## config.mk

```make
export PLATFORM = sky130hd
export DESIGN_NAME = pwm_multi
export DESIGN_NICKNAME = d
export VERILOG_FILES = /design/src/rtl/pwm_multi.sv
export SDC_FILE = /design/constraint.sdc
export NUM_CORES = 1
export LEC_CHECK = 0
export ABC_AREA = 0
export CELL_PAD_IN_SITES_DETAIL_PLACEMENT = 1
export CELL_PAD_IN_SITES_GLOBAL_PLACEMENT = 1
export CORE_MARGIN = 2
export CORE_UTILIZATION = 40
export CTS_CLUSTER_DIAMETER = 40
export DETAILED_ROUTE_END_ITERATION = 8
export GPL_ROUTABILITY_DRIVEN = 0
export PLACE_DENSITY = 0.74
export SLEW_MARGIN = 25
export SYNTH_ARGS = -nofsm -noshare
export SYNTH_HDL_FRONTEND = slang
export SYNTH_SLANG_ARGS = --single-unit
```

## constraint.sdc

```tcl
create_clock -name clk -period 28.4 [get_ports clk]
set_input_delay 5.68 -clock clk [delete_from_list [all_inputs] [get_ports clk]]
set_output_delay 5.68 -clock clk [all_outputs]
set_load 0.005 [all_outputs]
```

## src/rtl/pwm_multi.sv

```systemverilog
// Multi-channel PWM: shared period counter and fractional divider, per-channel
// double-buffered duty, polarity and enable. Optional center mode: PWM_CENTER_EN.
// Ports: clk, reset (async, active-high), action/index/din command strobe,
// dout registered readback, pwm_out[NUM_CH], wrap pulse, running.
module pwm_multi #(
  parameter int NUM_CH = 4,
  parameter int CNT_W  = 16,
  parameter int IDX_W  = 4
) (
  input  logic              clk,
  input  logic              reset,
  input  logic [3:0]        action,
  input  logic [IDX_W-1:0]  index,
  input  logic [31:0]       din,
  output logic [31:0]       dout,
  output logic [NUM_CH-1:0] pwm_out,
  output logic              wrap,
  output logic              running
);

  localparam logic [3:0] A_PERIOD = 4'd1;
  localparam logic [3:0] A_DUTY   = 4'd2;
  localparam logic [3:0] A_DIV    = 4'd3;
  localparam logic [3:0] A_EN     = 4'd4;
  localparam logic [3:0] A_POL    = 4'd5;
  localparam logic [3:0] A_READ   = 4'd6;
`ifdef PWM_CENTER_EN
  localparam logic [3:0] A_CMODE  = 4'd7;
`endif

  logic [CNT_W-1:0]  period_sh_q;
  logic [CNT_W-1:0]  period_act_q;
  logic [CNT_W-1:0]  cnt_q, cnt_d;
  logic [CNT_W-1:0]  duty_sh_q  [NUM_CH];
  logic [CNT_W-1:0]  duty_act_q [NUM_CH];
  logic [15:0]       div_int_q;
  logic [7:0]        div_frac_q;
  logic [15:0]       div_cnt_q;
  logic [7:0]        acc_q;
  logic              ext_q;
  logic [NUM_CH-1:0] en_q, pol_q;
  logic [NUM_CH-1:0] pwm_q, pwm_d;
  logic              wrap_q, wrap_d;
  logic [15:0]       wrap_cnt_q;
  logic [31:0]       dout_q;
  logic [15:0]       cnt16;
`ifdef PWM_CENTER_EN
  logic              cmode_q;
  logic              dir_q, dir_d;
`endif

  logic              run;
  logic              en_rise;
  logic              div_rst;
  logic              div_last;
  logic              carry;
  logic [7:0]        acc_sum;
  logic              tick;
  logic              at_top;
  logic              unused_din;

  assign unused_din = ^din;

  assign run     = en_q != '0;
  assign en_rise = (action == A_EN) && !run && (din[NUM_CH-1:0] != '0);
  // Divider is held idle while stopped so a fresh start is phase-aligned.
  assign div_rst = en_rise || (action == A_DIV) || !run;

  // div_int of 0 wraps to 0xFFFF here, i.e. a 65536-clk interval.
  assign div_last        = div_cnt_q == (div_int_q - 16'd1);
  assign {carry, acc_sum} = {1'b0, acc_q} + {1'b0, div_frac_q};
  // A fractional carry delays the tick by one extra clk (ext_q).
  assign tick   = run && (ext_q || (div_last && !carry));
  assign at_top = cnt_q == period_act_q;

  generate
    if (CNT_W >= 16) begin : g_c16
      assign cnt16 = cnt_q[15:0];
    end else begin : g_c16z
      assign cnt16 = {{(16 - CNT_W){1'b0}}, cnt_q};
    end
  endgenerate

  always_ff @(posedge clk or posedge reset) begin
    if (reset) begin
      div_cnt_q <= '0;
      acc_q     <= '0;
      ext_q     <= 1'b0;
    end else if (div_rst) begin
      div_cnt_q <= '0;
      acc_q     <= '0;
      ext_q     <= 1'b0;
    end else if (ext_q) begin
      div_cnt_q <= '0;
      ext_q     <= 1'b0;
    end else if (div_last) begin
      div_cnt_q <= '0;
      acc_q     <= acc_sum;
      ext_q     <= carry;
    end else begin
      div_cnt_q <= div_cnt_q + 16'd1;
    end
  end

  always_comb begin
    cnt_d  = cnt_q;
    wrap_d = 1'b0;
`ifdef PWM_CENTER_EN
    dir_d  = dir_q;
`endif
    if (!run) begin
      cnt_d = '0;
`ifdef PWM_CENTER_EN
      dir_d = 1'b0;
    end else if (tick && cmode_q) begin
      // Up to the top, then down; the commit happens on reaching 0.
      if (dir_q) begin
        if (cnt_q <= CNT_W'(1)) begin
          cnt_d  = '0;
          dir_d  = 1'b0;
          wrap_d = 1'b1;
        end else begin
          cnt_d = cnt_q - CNT_W'(1);
        end
      end else if (at_top) begin
        if (period_act_q == '0) begin
          wrap_d = 1'b1;
        end else begin
          dir_d = 1'b1;
          cnt_d = cnt_q - CNT_W'(1);
        end
      end else begin
        cnt_d = cnt_q + CNT_W'(1);
      end
`endif
    end else if (tick) begin
`ifdef PWM_CENTER_EN
      dir_d = 1'b0;
`endif
      if (at_top) begin
        cnt_d  = '0;
        wrap_d = 1'b1;
      end else begin
        cnt_d = cnt_q + CNT_W'(1);
      end
    end
  end

  always_comb begin
    pwm_d = '0;
    for (int c = 0; c < NUM_CH; c++) begin
      pwm_d[c] = en_q[c]
               ? ((cnt_q < duty_act_q[c]) ^ pol_q[c])
               : pol_q[c];
    end
  end

  always_ff @(posedge clk or posedge reset) begin
    if (reset) begin
      period_sh_q  <= '0;
      period_act_q <= '0;
      cnt_q        <= '0;
      div_int_q    <= 16'd1;
      div_frac_q   <= '0;
      en_q         <= '0;
      pol_q        <= '0;
      pwm_q        <= '0;
      wrap_q       <= 1'b0;
      wrap_cnt_q   <= '0;
      dout_q       <= '0;
      for (int c = 0; c < NUM_CH; c++) begin
        duty_sh_q[c]  <= '0;
        duty_act_q[c] <= '0;
      end
`ifdef PWM_CENTER_EN
      cmode_q <= 1'b0;
      dir_q   <= 1'b0;
`endif
    end else begin
      cnt_q  <= cnt_d;
      wrap_q <= wrap_d;
      pwm_q  <= pwm_d;
`ifdef PWM_CENTER_EN
      dir_q  <= dir_d;
`endif
      if (wrap_d) begin
        wrap_cnt_q <= wrap_cnt_q + 16'd1;
      end
      // Active registers always take the pre-edge shadow contents.
      if (wrap_d || en_rise) begin
        period_act_q <= period_sh_q;
        for (int c = 0; c < NUM_CH; c++) begin
          duty_act_q[c] <= duty_sh_q[c];
        end
      end
      for (int c = 0; c < NUM_CH; c++) begin
        if (action == A_DUTY && 32'(index) == c) begin
          duty_sh_q[c] <= din[CNT_W-1:0];
        end
      end
      case (action)
        A_PERIOD: period_sh_q <= din[CNT_W-1:0];
        A_DIV: begin
          div_int_q  <= din[23:8];
          div_frac_q <= din[7:0];
        end
        A_EN:     en_q   <= din[NUM_CH-1:0];
        A_POL:    pol_q  <= din[NUM_CH-1:0];
        A_READ:   dout_q <= {wrap_cnt_q, cnt16};
`ifdef PWM_CENTER_EN
        A_CMODE:  cmode_q <= din[0];
`endif
        default: ;
      endcase
    end
  end

  assign dout    = dout_q;
  assign pwm_out = pwm_q;
  assign wrap    = wrap_q;
  assign running = run;

endmodule
```

==> impl_metrics.json <==
{
  "status": "completed",
  "synthFlopType": "dfrtp_1",
  "seqPwrFrac": 0.399,
  "die_h_um": 189.5,
  "reg2regPathDepth": 12,
  "path_cells": "clkdlybuf4s50_1 -> nand2b_1 -> nor3_1 -> nand2_1 -> o22ai_4 -> buf_4 -> mux2_2",
  "startpoint": "action[3]",
  "synthCells": 1103,
  "cpMaxStageDelayCell": "buf_4",
  "clk_root_buffer_cell": "clkbuf_16",
  "max_freq_mhz": 118.5,
  "hold_buffers": 0,
  "finalHoldViolations": 0,
  "power_frac_clock": 0.472,
  "finalCritPeriodShare": 0.2972,
  "synthesis.nets": 1218,
  "path_max_fanout": 72,
  "internal-power_w": 0.0008824,
  "layout_min_cycle_time_ns": 8.441,
  "tightest_slew_ns": 1.015,
  "die_w_um": 189.5,
  "hpwl_um": 21280,
  "grtUsageTotal": 0.1878,
  "worstPathBufferInverterCount": 2,
  "grt_pass1_wl_um": 53030,
  "hold_ws_ns": 0.4805,
  "area_growth_pct": 20.50,
  "grt_max_degree": 142,
  "drcViolationCount": 0,
  "avgRoutedWirePerCell_um": 19.30,
  "cpPeakStageDelay_ns": 0.86,
  "crit_path_start_kind": "input port",
  "synth_largest_area_cell": "dfrtp_1",
  "viasPerCell": 5.268,
  "antenna_found_initial": 0,
  "io_buffers": 71,
  "worst_setup_path_end_kind": "register",
  "ys_seq_elements": 286,
  "comb_power_share": 0.129,
  "synth-edff-count": 0,
  "cts_resized": 0,
  "cts_tree": "yes",
  "cap_violations": 0,
  "n_fill_cell": 3487,
  "cts.path.max_buffers": 3,
  "netlist_area_um2": 13760,
  "htreeDepth": 2,
  "yosys-top-cells-area": "dfrtp_1 52%, mux2_2 16%, ha_1 6.5%",
  "cp.depth": 7,
  "rows": 67,
  "synth_cell_type_count": 58,
  "yosysWarnings": 0,
  "clk_latency_ns": 0.54,
  "nets": 1320,
  "cp_data_required_time_ns": 28.82,
  "max-vdd-ir-drop_v": 0.00005603,
  "start_util": 0.4084,
  "core_um2": 33700,
  "finClkSkew_ns": 0.01245,
  "avgSynthCellArea_um2": 12.48,
  "overflow": 0,
  "num_io_pins": 80,
  "layout-drive-gt1-share": 0.2526,
  "r2r_setup_slack_ns": 23.87,
  "clock_sinks": 286,
  "ys_seq_area_frac": 0.5201,
  "hp-start": "acc_q[4]",
  "rsz0062_at_grt": "no",
  "tns_ns": 0,
  "drt-total-wl_um": 32560,
  "post_cts_buffers": 0,
  "cellLeakagePower_nw": 7.911,
  "drv_slew": 0,
  "path_clk_slew_ns": 0.05,
  "power_density_nw_per_um2": 72.72,
  "critPathArrivalTime_ns": 8.86,
  "min_path_cells": 2,
  "drtIter0Drc": 365,
  "dieArea_um2": 35910,
  "first_global_vias": 9736,
  "swShare": 0.2684,
  "via_count": 8887,
  "slew_headroom": 0.3236,
  "diodes": 0,
  "path_delay_family": "buffers and inverters",
  "hold_path.class": "reg -> reg",
  "crit_type": "in -> reg",
  "r2r_start": "div_int_q[1]",
  "ant_nets": 0,
  "cts_buffers": 46,
  "synth_top_area_frac": 0.5182,
  "p_switching_w": 0.0003238,
  "async_flop_share": 1.000,
  "setup_viol_count_final": 0,
  "dr.pass1.iters": 6
}
-- registers in the layout, summed over array words and instances (netlist names), 8 cells and up --
name / count
acc_q: 8
dout: 32
duty_act_q: 64
div_int_q: 16
period_sh_q: 16
cnt16: 16
div_frac_q: 8
period_act_q: 16
wrap_cnt_q: 16
duty_sh_q: 64
div_cnt_q: 16
-- power by group through the flow --
stage / clock (W) / sequential (W) / combinational, W
2_1_floorplan: 0 / 0.000478 / 0.000111
3_3_place_gp: 0 / 0.000485 / 0.000150
3_5_place_dp: 0 / 0.000488 / 0.000156
4_1_cts: 0.000583 / 0.000482 / 0.000158
5_1_grt: 0.000603 / 0.000488 / 0.000173
6_report: 0.000569 / 0.000482 / 0.000155
-- through the flow --
step / power [W] / worst slack (ns) / instance area [um2] / utilization / std cells
3_3_place_gp: 0.0006357 / 19.48 / 14980 / 0.4445 / 1604
4_1_cts: 0.001224 / 19.95 / 16570 / 0.4917 / 1687
6_report: 0.001206 / 19.96 / 16580 / 0.4921 / 1687
2_1_floorplan: 0.0005889 / 14.83 / 13760 / - / 1103
5_1_grt: 0.001264 / 19.70 / 16580 / 0.4921 / 1687
3_5_place_dp: 0.0006440 / 19.39 / 14990 / 0.4449 / 1605
-- per-layer routing --
metal	wire (um)	up-vias	global-route usage
li1	-	4130	-
met1	14510	4572	0.2381
met2	16200	128	0.3249
met3	977	57	0.03225
met4	877	0	0.06380
met5	0	-	0
-- kinds of logic after synthesis --
logic type | Yosys count | synth area share
multiplexers | 224 | 0.1832
XOR/XNOR | 73 | 0.04645
AND/OR/NAND/NOR | 223 | 0.08809
flip-flops | 286 | 0.5201
AO/OA/AOI/OAI | 126 | 0.06382
buffers and inverters | 98 | 0.03145
adder cells (fa/ha/maj) | 73 | 0.06691
-- Yosys cell counts, types with 2 or more instances --
library cell / count
or3_1: 3
inv_1: 67
nor3b_1: 2
buf_6: 8
nor4_1: 16
nor2_1: 40
xnor2_1: 23
nand2b_1: 25
a21oi_1: 18
o41ai_1: 2
and3_1: 21
nand4_1: 14
a22o_1: 4
a41oi_1: 4
ha_1: 72
buf_2: 4
a21o_1: 38
or4_1: 3
mux2_2: 199
o21ai_0: 31
nor2b_1: 2
dfrtp_1: 285
o21a_1: 4
o211ai_1: 5
mux2_1: 24
a211oi_1: 8
clkbuf_1: 19
nand3b_1: 5
nand3_1: 26
nor3_1: 9
or2_2: 4
nand2_1: 40
xor2_1: 50
nor4b_1: 4
-- worst register-to-register path: stages (launching register included) --
cell	delay [ns]
dfrtp_1	0.40
inv_1	0.10
ha_1	0.19
nor3b_4	0.38
a21oi_1	0.12
nor4b_1	0.40
o2111ai_1	0.25
a2111oi_4	0.48
a21oi_2	0.10
buf_4	0.25
o22ai_4	0.41
buf_4	0.86
mux2_2	0.47
-- path summary, 6_finish.rpt --
check | endpoint
max reg2reg | duty_act_q[19]
min in group asynchronous | div_frac_q[7]
max | duty_act_q[19]
max in group asynchronous | duty_sh_q[13]
min | acc_q[4]
min reg2reg | acc_q[4]
-- placed cells by master (no fill, tap or decap), drive strengths merged, types with 16 or more instances in the layout --
cell	netlist	layout
clkbuf	19	50
nand2	40	40
clkdlybuf4s50	0	71
nand3	26	26
ha	72	72
nor2	40	40
nor4	16	16
dfrtp	285	285
inv	67	81
a21oi	19	19
o21ai	31	31
xnor2	23	23
and3	21	21
nand2b	25	25
a21o	38	38
mux2	223	223
xor2	50	50
-- layout make-up --
| type | count | area [um2] | area share |
|---|---|---|---|
| Multi-Input combinational cell | 719 | 6200 | 0.3738 |
| Inverter | 67 | 264.0 | 0.01592 |
| Tap cell | 448 | 560.5 | 0.03380 |
| Clock buffer | 50 | 1197 | 0.07220 |
| Timing Repair Buffer | 85 | 823.3 | 0.04964 |
| Clock inverter | 32 | 381.6 | 0.02301 |
| Sequential cell | 286 | 7158 | 0.4316 |
Note: power is estimated with default switching activity, not from simulation.
